`src/rtl/alu_serial_sched.sv`:
```
// Bit-serial ALU scheduler: arbitrates two requesters onto an
// external 1-bit ALU and assembles the result LSB first.
module alu_serial_sched #(
  parameter int WIDTH = 8
) (
  input  logic                  clk,
  input  logic                  rst_n,
  input  logic [1:0]            req_i,
  input  logic [1:0][WIDTH-1:0] opn_a_i,
  input  logic [1:0][WIDTH-1:0] opn_b_i,
  input  logic [1:0][1:0]       opn_ctl_i,
  output logic [1:0]            gnt_o,
  output logic [WIDTH-1:0]      res_o,
  output logic                  carry_o,
  output logic                  owner_o,
  output logic                  done_o,
  output logic                  busy_o,
  output logic                  alu_a_o,
  output logic                  alu_b_o,
  output logic                  alu_c_o,
  output logic [1:0]            alu_ctr_o,
  input  logic                  alu_d_i,
  input  logic                  alu_e_i
);

  localparam int CW = (WIDTH > 2) ? $clog2(WIDTH) : 1;

  typedef enum logic [1:0] {
    IDLE = 2'd0,
    RUN  = 2'd1,
    DONE = 2'd2
  } state_t;

  state_t           state_q;
  state_t           state_d;
  logic [CW-1:0]    cnt_q;
  logic             carry_q;
  logic [WIDTH-1:0] a_q;
  logic [WIDTH-1:0] b_q;
  logic [1:0]       ctl_q;
  logic             idx_q;
  logic             last_q;
  logic [WIDTH-1:0] acc_q;
  logic [WIDTH-1:0] acc_d;
  logic             gnt_idx;
  logic             start;
  logic             last_bit;
  logic             is_add;

  assign start    = (state_q == IDLE) && (req_i != 2'b00);
  assign last_bit = (cnt_q == CW'(WIDTH - 1));
  assign is_add   = (ctl_q == 2'b00);

  // Round-robin pick: on a tie, the requester that did not own last.
  always_comb begin
    gnt_idx = 1'b0;
    unique case (1'b1)
      (req_i == 2'b11): gnt_idx = ~last_q;
      (req_i == 2'b10): gnt_idx = 1'b1;
      default:          gnt_idx = 1'b0;
    endcase
  end

  // Merge the current ALU bit into the result accumulator.
  always_comb begin
    acc_d        = acc_q;
    acc_d[cnt_q] = alu_d_i;
  end

  // State register.
  always_ff @(posedge clk) begin
    if (!rst_n) state_q <= IDLE;
    else        state_q <= state_d;
  end

  // Next state and handshake / ALU drive outputs.
  always_comb begin
    state_d   = state_q;
    gnt_o     = 2'b00;
    done_o    = 1'b0;
    busy_o    = 1'b0;
    alu_a_o   = 1'b0;
    alu_b_o   = 1'b0;
    alu_c_o   = 1'b0;
    alu_ctr_o = 2'b00;
    unique case (state_q)
      IDLE: begin
        if (start) state_d = RUN;
      end
      RUN: begin
        busy_o    = 1'b1;
        alu_a_o   = a_q[cnt_q];
        alu_b_o   = b_q[cnt_q];
        alu_ctr_o = ctl_q;
        alu_c_o   = is_add & carry_q;
        if (cnt_q == '0) gnt_o = idx_q ? 2'b10 : 2'b01;
        if (last_bit) state_d = DONE;
      end
      DONE: begin
        busy_o  = 1'b1;
        done_o  = 1'b1;
        state_d = IDLE;
      end
      default: state_d = IDLE;
    endcase
  end

  // Operand capture, bit counter, carry chain and result registers.
  always_ff @(posedge clk) begin
    if (!rst_n) begin
      cnt_q   <= '0;
      carry_q <= 1'b0;
      a_q     <= '0;
      b_q     <= '0;
      ctl_q   <= 2'b00;
      idx_q   <= 1'b0;
      last_q  <= 1'b1;
      acc_q   <= '0;
      res_o   <= '0;
      carry_o <= 1'b0;
      owner_o <= 1'b0;
    end else begin
      if (start) begin
        a_q     <= opn_a_i[gnt_idx];
        b_q     <= opn_b_i[gnt_idx];
        ctl_q   <= opn_ctl_i[gnt_idx];
        idx_q   <= gnt_idx;
        last_q  <= gnt_idx;
        cnt_q   <= '0;
        carry_q <= 1'b0;
        acc_q   <= '0;
      end else if (state_q == RUN) begin
        acc_q   <= acc_d;
        carry_q <= is_add & alu_e_i;
        cnt_q   <= cnt_q + CW'(1);
        if (last_bit) begin
          res_o   <= acc_d;
          carry_o <= is_add & alu_e_i;
          owner_o <= idx_q;
        end
      end
    end
  end

endmodule

```
`config.mk`:
```
export PLATFORM = sky130hd
export DESIGN_NAME = alu_serial_sched
export DESIGN_NICKNAME = d
export VERILOG_FILES = /design/src/rtl/alu_serial_sched.sv
export SDC_FILE = /design/constraint.sdc
export NUM_CORES = 1
export LEC_CHECK = 0
export CORE_UTILIZATION = 48
export DETAILED_ROUTE_END_ITERATION = 10
export PLACE_DENSITY_LB_ADDON = 0.05
export SLEW_MARGIN = 20
export SYNTH_ARGS = -nofsm -noshare
export SYNTH_HDL_FRONTEND = slang
export SYNTH_SLANG_ARGS = --single-unit
```
`constraint.sdc`:
```
create_clock -name clk -period 2.05 [get_ports clk]
set_clock_uncertainty 0.15 [all_clocks]
set_input_delay 0.205 -clock clk [delete_from_list [all_inputs] [get_ports clk]]
set_output_delay 0.205 -clock clk [all_outputs]
set_load 0.01 [all_outputs]
```
Yosys cells after proc, flatten, opt, wreduce, memory -nomap -nowiden:

Cells that the tools add are included.
W data, S select, Z words.

* register bits after elaboration: 44
* input port bits: 42
* word-level logic and storage cells: 64

* add/subtract/negate cells: 1
* magnitude comparators: 3
* equality and inequality tests: 7
* muxes and demuxes: 26
* bitwise gates (word level): 5
* reduce and logical (&&, ||, !) cells: 10

Operators with widths (count)
* $mux W8: 4
* $mux W2: 8
* $bwmux W8: 1
* $mux W1: 8
* $bmux W1 S3: 2
* $eq A2 B2 Y1 const B: 3
* $logic_not A2 Y1: 2
* $lt A3 B4 Y1 const B: 1
* $ne A2 B2 Y1 const B: 2
* $pmux W2 S2: 1
* $reduce_or A2 Y1: 2
* $add A3 B1 Y3 const B: 1
* $demux W1 S3: 1
* $eq A3 B3 Y1 const B: 1
* $ge A3 B1 Y1 const B: 1
* $logic_not A3 Y1: 1
* $not A1 Y1: 3
* $reduce_and A3 Y1: 1
* $and A1 B1 Y1: 2
* $eq A2 B1 Y1 const B: 1
* $logic_and A1 B1 Y1: 2
* $lt A1 B2 Y1 const B: 1
* $pmux W1 S2: 1
* $reduce_and A2 Y1: 1
* $reduce_bool A2 Y1: 1

Logic depth before layout (Yosys ltp):

* depth after elaboration: 5
* gate-level depth with buffers: 8

Worst setup path after synthesis:

Ideal clock, no wire load.

* path type: register to register
* from: register state_q[0]
* to: register res_o[0]
* arrival time: 1.365 ns
* data required time: 1.784 ns
* path slack: 0.418 ns
* stages on the path, launching flop included: 8
* buffers on the path: 2
* cell sequence: dfxtp_1 inv_1 ha_1 o21ai_1 and3_1 buf_2 buf_6 o211a_1

* cells in the longest elaborated chain, start to end: 4
* elaborated cells on any way between the ends: 5
* classes of those cells: eq/ne: 1; bitwise: 1; reduce/logical: 3

Ends and longest elaborated chain
* start, declared: RTL line 34 `state_t state_q;`
* start signal, assigned: RTL line 73 `else state_q <= state_d;`
* $logic_not A2 Y1: RTL line 50 `assign start = (state_q == IDLE) && (req_i != 2'b00);`
* $logic_and A1 B1 Y1: RTL line 50
* $not A1 Y1 (no source line)
* $reduce_and A3 Y1 (no source line) *
* end signal, assigned: RTL line 119 `res_o <= '0;`
* end signal, assigned: RTL line 137 `res_o <= acc_d;`
* end, declared: RTL line 13 `output logic [WIDTH-1:0] res_o,`

Every way passes the cells marked *; elsewhere a longest branch is shown, timed or not.
A chain may end at the register's enable or synchronous reset.

Worst setup path after layout:

* from: register cnt_q[1]
* to: output alu_b_o

* cells in the longest elaborated chain, start to end: 3

Ends and longest elaborated chain
* start, declared: RTL line 36 `logic [CW-1:0] cnt_q;`
* start signal, assigned: RTL line 135 `cnt_q <= cnt_q + CW'(1);`
* $bmux W1 S3: RTL line 93 `alu_b_o = b_q[cnt_q];`
* $mux W1 (not written as such): RTL line 93
* $mux W1: RTL line 86 `unique case (state_q)`
* end, declared: RTL line 19 `output logic alu_b_o,`

Every way passes these cells. The select of a mux whose other input is x is not followed.

==> results.toml <==
[worst_setup_path]
worst-path-buf-inv = 1
critPathRequiredTime_ns = 1.69
cp_cell_sequence = "mux4_2 -> nand2_1 -> a31oi_1 -> dlygate4sd2_1"
start_kind = "flip-flop"
max_stage_delay_ns = 0.49
crit_type = "reg -> out"
crit_fanout = 4
cp.depth = 4
cp-end-kind = "primary output"
crit_family = "multiplexers"
critPathSlowestCell = "mux4_2"
reg2reg_depth = 7
cp.arrival_ns = 1.62

[timing]
fin_crit_sh_pct = 96.5
fin_tns_setup_ns = 0
rsz0062_at_grt = "false"
slew_headroom_pct = 71.8
setup_viol = 0
fmax_mhz = 505
hold_viol = 0
fin_crit_ns = 1.98
drv_slew = 0
worst_pin_slew_ns = 0.422

[die]
start_util_pct = 51.1
die_x_microns = 71.0
core_area_sq_mm = 0.00447
io_pins = 61
fp.dieArea_sq_mm = 0.00505
std_cell_rows = 24
die_y_microns = 71.0

[clocking]
numCtsBuffers = 5
clkLatencyLatePin_ns = 0.30
htree_levels = 2
cts.sinks = 44
cts_tree = "done"
clk_pin_slew_ns = 0.08
root_buffer = "clkbuf_8"
cts.path.max_buffers = 2
postCtsHoldBufs = 0

[yosys]
muxShareOfSynthArea_pct = 14.5
yosys_warnings = 0
netlist-cell-type-count = 37
syn-cell-area_sq_mm = 0.00229
syn-num-nets = 296
synth_xor_xnor_area_share_pct = 0.383
seq_area_frac_synth_pct = 38.5
avgSynthCellArea_sq_um = 9.23
synthCells = 248
synth_compound_area_share_pct = 19.0
synth-seq-cells = 44
synth-adder-area-share_pct = 3.28
synth_top_family_by_area = "compound AO/OA/AOI/OAI gates"
synth_simple_gate_area_share_pct = 17.0

[global_routing]
grt_pass1_vias = 1959
grt_pass1_wl_mm = 8.58
grt_use_total_pct = 21.9
grt-ovfl-total = 0
antenna_found_initial = 0
grt_start_max_net_pins = 37

[final_layout]
nets = 365
multi_input_area_sq_mm = 0.00127
drive_above_1_share_pct = 14.2
n_antenna_cell = 0
seq_area_sq_um = 890
fillCellCount = 363
final_cell_mix = "clkdlybuf4s50_1, dfxtp_1, nand2_1, mux2i_1, o211a_1"
final_common_cell = "clkdlybuf4s50_1"
area_delta_synth_final_pct = 38.9

[power_and_ir_drop]
p_seq_share_pct = 44.7
sw_frac_of_total_pct = 25.1
leakage_uw = 0.00148
clkPwrFrac_pct = 34.1
p_int_uw = 1590
finalPower_uw = 2120
pwr-share-comb_pct = 21.2
peakVddDrop_mv = 0.506
p_sw_uw = 534
powerDensity_mw_per_mm2 = 668

[job]
drv_cap = 0

[worst_hold_path]
hold_depth = 2
hp-class = "reg -> reg"

[routing]
post_drt_via_cell_ratio = 5.42
vias = 2007
drtIter0Drc = 91
wl_per_cell_microns = 14.0
ant_nets = 0
drc = 3
first_pass_iters = 10
wl_mm = 5.19

[place]
place_hpwl_mm = 3.70
io_buffers = 60
gp_congestion = 0.831

[outcome]
status = "finished, violations left"
violations = "design-rule violations"
-- per-layer routing --
metal	vias up	routed length [microns]	track usage, %
met5	-	0	0
met4	0	74	9.33
met3	6	224	4.56
met2	41	2590	38.8
met1	943	2310	25.6
li1	1017	-	-
-- sequential cells by signal, indices dropped and copies added (netlist names) --
name     flops
carry_q      1
state_q      2
idx_q        1
b_q          8
cnt_q        3
acc_q        8
owner_o      1
ctl_q        2
last_q       1
carry_o      1
res_o        8
a_q          8
-- Yosys cell counts --
cell	count	area share, %
nor3b_1	4	1.3
o211ai_1	2	0.66
mux4_2	1	0.98
buf_4	4	1.3
nor2_1	21	3.4
a31oi_1	2	0.55
buf_6	3	1.5
inv_1	6	0.98
nand4_1	1	0.27
nand3b_1	3	0.98
nor3_1	2	0.44
buf_12	1	0.87
xnor2_1	1	0.38
buf_2	7	1.5
and3b_1	1	0.38
nand2b_1	1	0.27
nand3_1	5	1.1
nand2_1	32	5.2
a211oi_1	9	3.0
o211a_1	22	9.6
o21ai_0	3	0.66
a311oi_1	1	0.38
o311ai_1	1	0.38
o21a_1	1	0.33
mux2i_1	31	14
a22oi_1	2	0.66
clkbuf_1	6	0.98
inv_2	1	0.16
and3_1	5	1.4
a21oi_1	7	1.5
and2_1	2	0.55
dfxtp_1	44	38
nor2b_1	6	1.6
a21boi_2	1	0.49
o21ai_1	2	0.44
ha_1	6	3.3
a21boi_1	1	0.33
-- per-stage QoR --
stage                     area [sq um]  instances  hold WS (ns)  util, %  setup WS [ns]
final                             3180        370         0.319     71.1         0.0713
after global routing              3180        370         0.321     71.1         0.0127
after CTS                         3150        368         0.316     70.4         0.0111
after detailed placement          3010        360         0.303     67.3        0.00509
after global placement            3010        360         0.296     67.3         0.0491
after floorplan                   2290        248         0.201        -          0.418
-- final cells by class --
cell class	instances	share of cell area, %
Clock buffer	7	3.03
Inverter	7	0.826
Sequential cell	44	28.0
Tap cell	52	2.05
Multi-Input combinational cell	176	40.1
Timing Repair Buffer	83	25.1
Clock inverter	1	0.945
-- what timing repair did --
| action | 4_1_cts | 5_1_grt |
|---|---|---|
| resized for setup | 13 | 7 |
| setup endpoints to repair | 5 | 2 |
| setup buffers | 0 | 2 |
| cloned | 0 | 0 |
-- worst paths after layout --
check	from	end	slack, ns
hold reg to reg	acc_q[1]$_SDFFE_PP0P_	acc_q[1]$_SDFFE_PP0P_	0.32
hold / removal	acc_q[1]$_SDFFE_PP0P_	acc_q[1]$_SDFFE_PP0P_	0.32
setup reg to reg	cnt_q[0]$_SDFFE_PP0P_	res_o[6]$_SDFFE_PN0P_	0.16
setup / recovery	cnt_q[1]$_SDFFE_PP0P_	alu_b_o	0.07
-- kinds of logic after synthesis --
family                     Yosys count
AOI/OAI and AO/OA                   54
xor gates and xnor gates             1
adders and majority gates            6
buffers and inverters               28
DFF                                 44
muxes                               32
and+or+nand+nor                     83
-- power groups by stage --
stage | clock [uW] | sequential, uW | combinational [uW]
6_report | 724 | 951 | 450
5_1_grt | 768 | 959 | 496
2_1_floorplan | 0 | 954 | 272
3_5_place_dp | 0 | 971 | 449
3_3_place_gp | 0 | 970 | 440
4_1_cts | 742 | 951 | 452
-- worst min-delay path: stages (launching register included) --
cell     delay, ns
dfxtp_1       0.32
nand2_1       0.05
a21oi_1       0.06
Power figures use the tool's default switching activity.
